## config.mk

```make
export PLATFORM = sky130hd
export DESIGN_NAME = negf_pipe
export DESIGN_NICKNAME = d
export VERILOG_FILES = /design/src/rtl/negf_pipe.sv
export SDC_FILE = /design/constraint.sdc
export NUM_CORES = 1
export LEC_CHECK = 0
export CORE_ASPECT_RATIO = 0.8
export CORE_UTILIZATION = 30
export DETAILED_ROUTE_END_ITERATION = 8
export SYNTH_ARGS = -nofsm -noshare
export SYNTH_HDL_FRONTEND = slang
export SYNTH_SLANG_ARGS = --single-unit
```

## constraint.sdc

```tcl
create_clock -name clk -period 3.9 [get_ports clk]
set_clock_uncertainty 0.2 [all_clocks]
set_input_delay 0.585 -clock clk [delete_from_list [all_inputs] [get_ports clk]]
set_output_delay 0.585 -clock clk [all_outputs]
set_load 0.03 [all_outputs]
```

## src/rtl/negf_pipe.sv

```systemverilog
`timescale 1ns/1ps
// Elastic float sign unit: pass / negate / abs / negated-abs, with optional canonical-NaN rewrite.
// Latency: LATENCY cycles (0..8). LATENCY=0 is purely combinational.
// Backpressure: per-stage valid/ready, bubbles collapse, ins_ready combinationally follows outs_ready.
//
// Ports:
//   clk, rst         clock (rising edge) and asynchronous active-low reset
//   ins, ins_op      operand and sign op (00 pass, 01 neg, 10 abs, 11 neg-abs)
//   ins_valid/ready  input handshake
//   outs             result, held stable while outs_valid & ~outs_ready
//   outs_valid/ready output handshake
module negf_pipe #(
  parameter int DATA_WIDTH = 32,
  parameter int EXP_WIDTH  = 8,
  parameter int LATENCY    = 1,
  parameter bit CANON_NAN  = 1'b0
) (
  input  logic                  clk,
  input  logic                  rst,
  input  logic [DATA_WIDTH-1:0] ins,
  input  logic [1:0]            ins_op,
  input  logic                  ins_valid,
  output logic                  ins_ready,
  output logic [DATA_WIDTH-1:0] outs,
  output logic                  outs_valid,
  input  logic                  outs_ready
);

  localparam int MAN_WIDTH = DATA_WIDTH - 1 - EXP_WIDTH;

  typedef enum logic [1:0] {
    OP_PASS = 2'b00,
    OP_NEG  = 2'b01,
    OP_ABS  = 2'b10,
    OP_NABS = 2'b11
  } sign_op_e;

  // Elaboration-time parameter sanity.
  generate
    if (MAN_WIDTH < 2) begin : g_bad_man
      $error("negf_pipe: mantissa must be at least 2 bits wide");
    end
    if (LATENCY < 0 || LATENCY > 8) begin : g_bad_lat
      $error("negf_pipe: LATENCY must be in 0..8");
    end
  endgenerate

  // ------------------------------------------------------------------
  // Sign function, computed once before the first stage.
  // ------------------------------------------------------------------
  logic                  in_sign;
  logic [EXP_WIDTH-1:0]  in_exp;
  logic [MAN_WIDTH-1:0]  in_man;
  logic                  new_sign;
  logic                  is_nan;
  logic [DATA_WIDTH-1:0] result;

  assign in_sign = ins[DATA_WIDTH-1];
  assign in_exp  = ins[DATA_WIDTH-2 -: EXP_WIDTH];
  assign in_man  = ins[MAN_WIDTH-1:0];

  // Infinity has a zero mantissa and is therefore never a NaN.
  assign is_nan  = (&in_exp) & (|in_man);

  always_comb begin
    new_sign = in_sign;
    case (sign_op_e'(ins_op))
      OP_PASS: new_sign = in_sign;
      OP_NEG:  new_sign = ~in_sign;
      OP_ABS:  new_sign = 1'b0;
      OP_NABS: new_sign = 1'b1;
      default: new_sign = in_sign;
    endcase
  end

  always_comb begin
    result = {new_sign, in_exp, in_man};
    // The canonical quiet NaN ignores the op entirely: sign is forced to 0.
    if (CANON_NAN && is_nan) begin
      result = {1'b0, {EXP_WIDTH{1'b1}}, 1'b1, {(MAN_WIDTH-1){1'b0}}};
    end
  end

  // ------------------------------------------------------------------
  // Register stages.
  // ------------------------------------------------------------------
  generate
    if (LATENCY == 0) begin : g_comb

      // Clock and reset have no function here.
      logic unused_clk_rst;
      assign unused_clk_rst = clk ^ rst;

      assign outs       = result;
      assign outs_valid = ins_valid;
      assign ins_ready  = outs_ready;

    end else begin : g_pipe

      logic [DATA_WIDTH-1:0] data_q  [LATENCY];
      logic [LATENCY-1:0]    valid_q;
      logic [LATENCY-1:0]    adv;
      logic [LATENCY-1:0]    ready;
      logic [DATA_WIDTH-1:0] stg_dat [LATENCY];
      logic [LATENCY-1:0]    stg_vld;

      // Advance chain runs from the output back toward the input, so an
      // empty stage anywhere downstream lets everything upstream of it move.
      always_comb begin
        adv = '0;
        adv[LATENCY-1] = outs_ready;
        for (int k = LATENCY - 2; k >= 0; k--) begin
          adv[k] = ~valid_q[k+1] | adv[k+1];
        end
      end

      assign ready = ~valid_q | adv;

      // What each stage would take in if it loads this cycle.
      always_comb begin
        for (int k = 0; k < LATENCY; k++) begin
          stg_vld[k] = 1'b0;
          stg_dat[k] = '0;
        end
        stg_vld[0] = ins_valid;
        stg_dat[0] = result;
        for (int k = 1; k < LATENCY; k++) begin
          stg_vld[k] = valid_q[k-1];
          stg_dat[k] = data_q[k-1];
        end
      end

      // A loading stage takes its predecessor's valid bit (clearing it on a
      // bubble), but data only moves on a real transfer so an idle stage
      // keeps its last payload.
      always_ff @(posedge clk or negedge rst) begin
        if (!rst) begin
          valid_q <= '0;
          for (int k = 0; k < LATENCY; k++) begin
            data_q[k] <= '0;
          end
        end else begin
          for (int k = 0; k < LATENCY; k++) begin
            if (ready[k]) begin
              valid_q[k] <= stg_vld[k];
              if (stg_vld[k]) begin
                data_q[k] <= stg_dat[k];
              end
            end
          end
        end
      end

      assign outs       = data_q[LATENCY-1];
      assign outs_valid = valid_q[LATENCY-1];
      assign ins_ready  = ready[0];

    end
  endgenerate

endmodule

```

-- Word level (Yosys, flattened, before mapping)
Index checks and enable logic that the tools add are counted.
- register bits: 33
- bits of input ports: 38
- output and inout port bits: 34
- word-level logic and storage cells: 11
- equality and inequality tests: 3
- muxes and demuxes: 1
- bitwise gates (word level): 3
- reductions and logical operators: 2
- operator list (operator ; number):
    $eq A2 B2 Y1 const B ; 2
    $pmux W1 S4 ; 1
    $eq A2 B1 Y1 const B ; 1
    $logic_not A2 Y1 ; 1
    $not A1 Y1 ; 2
    $reduce_and A2 Y1 ; 1
    $or A1 B1 Y1 ; 1

-- Longest topological paths before layout
- word-level depth: 3
- mapped depth: 4
- depth with buffers taken out: 3

-- Least setup slack after synthesis
No wires, ideal clock.
- path kind: in2reg
- start point: in outs_ready
- end point: reg g_pipe.data_q (netlist bit outs[0])
- library setup time: 0.125 ns
- data arrival time: 1.360 ns
- setup slack: 2.215 ns
- stages on the path: 4
- path buffers: 1
- cell sequence: nand2b_4 nand2_4 buf_12 mux2_4
- cells in the longest elaborated chain, start to end: 2
- ends and longest elaborated chain (item ; line ; source):
    start: declaration ; 26 ; input logic outs_ready
    $or A1 B1 Y1 ; 117 ; assign ready = ~valid_q | adv;
    $reduce_and A2 Y1 (no line) ; - ;
    end signal: indexed assignment ; 147 ; data_q[k] <= stg_dat[k];
    end: declaration ; 100 ; logic [DATA_WIDTH-1:0] data_q [LATENCY];
Every way passes these cells.
A chain may end at the register's enable or synchronous reset.

-- Final worst setup path
- start point: in outs_ready
- end point: out ins_ready
- cells in the longest elaborated chain, start to end: 1
- ends and longest elaborated chain (item ; line ; source):
    $or A1 B1 Y1 ; 117 ;
    end: declaration ; 23 ; output logic ins_ready,
Every way passes these cells.

==> results.txt <==
----------------------------------------------------
[Clock network]
  Hold_buf cts ... 0
  Root Buffer Master ... clkbuf_8
  Clock-pin slew on the worst setup and hold paths ... 60 ps
  CTS H-tree depth ... 2
  TritonCTS clock tree ... yes
  Post-CTS Setup Repair Bufs ... 0
  Num CTS Buffers ... 5
  Count of clock tree sinks ... 33
  Cts repair resizes ... 0
  Clock insertion delay at the later pin of the skew report ... 270 ps
  Maximum buffer depth of the clock tree ... 2

[Final layout]
  Share of layout cells above drive strength 1 ... 28.0%
  Antenna Cells ... 0
  Finished Layout Cells ... 207
  Net count reported at finish ... 187
  Post-route standard cell area excluding fillers ... 2220 um2
  Post-Route Utilization ... 51.2%
  Synth-to-layout area growth ... 57.7%

[Worst hold path]
  Cell count of the worst hold path ... 1
  Min-Delay Path Class ... reg -> reg
  Hold Startpoint ... outs[23]$_DFFE_PN0P_
  Worst Hold Endpoint ... outs[23]$_DFFE_PN0P_

[Die]
  Die height ... 63.2 um
  DIE WIDTH ... 78.6 um
  Initial core utilization ... 32.4%
  Area of the die ... 4970 um2
  Placeable core region ... 4340 um2
  Placement Rows ... 21
  Top-Level Pins ... 72

[Global route]
  Pin count of the biggest net entering global routing ... 34
  First-pass GRT wire length ... 4800 um
  Number of antenna violations at the first check in global routing ... 0
  Remaining global-route overflow ... 0
  Via count of the first global-routing pass ... 1003
  GRT Overall Usage ... 13.2%

[Pwr]
  Total internal power ... 0.706 mW
  Clock group share of total power ... 23.7%
  Overall power of the completed layout ... 1.02 mW
  Leak pwr ... 1.01 nW
  Sequential power share ... 41.5%
  Switching pwr ... 0.311 mW
  Sw Ratio ... 30.5%
  Combinational share of power ... 34.8%
  Max rail drop VDD ... 222 uV
  Power density relative to cell area ... 458 nW/um2

[Setup path]
  Max FO, Critical Path ... 3
  Max incr delay on CP ... 670 ps
  CP startpoint kind ... input pin
  Worst reg2reg endpoint ... outs[24]$_DFFE_PN0P_
  CP dominant cell by count ... clkdlybuf4s50_1
  Data required, critical path ... 3120 ps
  FF-to-FF Start ... outs_valid$_DFFE_PN0P_
  Kind of critical path ... in -> out
  Worst-case reg-to-reg path depth ... 3
  CP Capture Type ... output pin
  Reg2Reg Setup Slack ... 2250 ps
  Arrival time worst endpoint ... 1840 ps
  Critical path cell sequence ... clkdlybuf4s50_1 > nand2b_4 > clkdlybuf4s50_1
  Library cell contributing the largest single delay on the critical path ... clkdlybuf4s50_1

[Timing]
  RSZ-0062 raised after global routing ... no
  Slew Limit Headroom ... 60.7%
  Min cycle time layout ... 2630 ps
  Post-route setup slack ... 1270 ps
  Setup violation total in the final timing report ... 0
  Worst slew pin tran ... 589 ps
  Portion of the clock cycle consumed by the worst path in the final layout ... 67.4%
  Total count of max-transition violations in the final report ... 0
  Endpoints failing hold ... 0
  FMAX ... 381 MHz
  Hold Worst Slack ... 309 ps
  Total Neg Setup Slack ... 0 ps

[Place]
  Dpl cells ... 199
  Placer's final routability congestion estimate ... 0.693
  Detailed placement HPWL ... 2080 um
  Setup Slack @ Placement ... 1270 ps
  Port buffer count ... 71
  Placement Cell Area ... 2140 um2

[Yosys]
  Total of flip-flops plus latches after synthesis ... 33
  Count of cell types in the netlist ... 9
  Synthesized instance count ... 73
  Syn_nets ... 111
  Portion of the post-synthesis area used by sequential elements ... 58.7%
  Number of warnings issued by yosys ... 0
  Combined area of all synthesized cells ... 1410 um2
  Mean instance size in the synthesized netlist ... 19.3 um2

[Detailed routing]
  Post-route DRC violation count ... 0
  Antenna Nets Post-Route ... 0
  Post-detailed-route wirelength per cell ... 14.3 um
  Wire length reported by the detailed router ... 2950 um
  DRT iter0 DRCs ... 23
  Total number of vias ... 895
  Average via count per standard cell ... 4.32
  Number of search-and-repair iterations in the first detailed-routing pass ... 3

[Status]
  Status ... completed

[Run]
  Count of max-cap constraint violations ... 0

----------------------------------------------------
[cells in the mapped netlist]
library cell | instances | share of area, %
nand2_4 | 1 | 0.80
mux2_2 | 2 | 1.6
nand2b_1 | 1 | 0.45
buf_12 | 3 | 4.3
xnor2_1 | 1 | 0.62
nand2b_4 | 1 | 0.98
mux2_4 | 30 | 32
or2b_1 | 1 | 0.53
dfrtp_1 | 33 | 59
[power by group through the flow]
stage               logic [mW]  registers, mW  clock network (mW)
global route             0.371          0.429               0.276
CTS                      0.358          0.423               0.252
detailed placement       0.357          0.427                   0
finish                   0.354          0.422               0.241
floorplan                0.102          0.527                   0
global placement         0.355          0.425                   0
[worst max path at each step]
stage	startpoint	end	slack (ps)	cells after the start
6_report	outs_ready	ins_ready	1270	3
5_1_grt	outs_ready	ins_ready	1210	3
4_1_cts	outs_ready	ins_ready	1260	3
3_5_place_dp	outs_ready	ins_ready	1270	3
3_3_place_gp	outs_ready	ins_ready	1270	3
2_1_floorplan	outs_ready	outs[0]$_DFFE_PN0P_	2210	4
[state kept, by name, summed over array words and instances, names as in the netlist]
| name | flops |
|---|---|
| outs | 32 |
| outs_valid | 1 |
[cell families (layout without fill, tap and decap cells)]
| kind of cell | Yosys count | count (layout) | share of synthesized area [%] |
|---|---|---|---|
| AND/OR/NAND/NOR | 4 | 4 | 2.76 |
| XOR/XNOR | 1 | 1 | 0.623 |
| flip-flops | 33 | 33 | 58.7 |
| multiplexers | 32 | 32 | 33.6 |
| buffers and inverters | 3 | 80 | 4.27 |
[cells in the final DEF, fill, tap and decap left out]
cell | Yosys | routed
mux2_2 | 2 | 2
xnor2_1 | 1 | 1
mux2_4 | 30 | 30
clkbuf_1 | 0 | 1
nand2b_1 | 1 | 1
buf_4 | 0 | 1
clkinv_2 | 0 | 2
clkbuf_8 | 0 | 5
nand2b_4 | 1 | 1
or2b_1 | 1 | 1
dfrtp_1 | 33 | 33
nand2_4 | 1 | 1
clkdlybuf4s50_1 | 0 | 71
[layout make-up]
class	count	area (um2)
Clock buffer	6	72.6
Clock inverter	2	10.0
Fill cell	373	2120
Multi-Input combinational cell	37	520
Sequential cell	33	826
Tap cell	57	71.3
Timing Repair Buffer	72	718
[per-layer routing]
metal	vias to the layer above	track usage (%)	share of wire (%)
met5	-	0	0
met4	0	4.17	0.91
met3	4	7.25	7.6
met2	40	21.5	51
met1	448	14.6	41
li1	403	-	-
[worst max-delay path, delay by kind of cell]
kind,cells,cell delay (ps)
buffers and inverters,2,1120
and+or+nand+nor,1,130
Note: power is estimated with default switching activity, not from simulation.
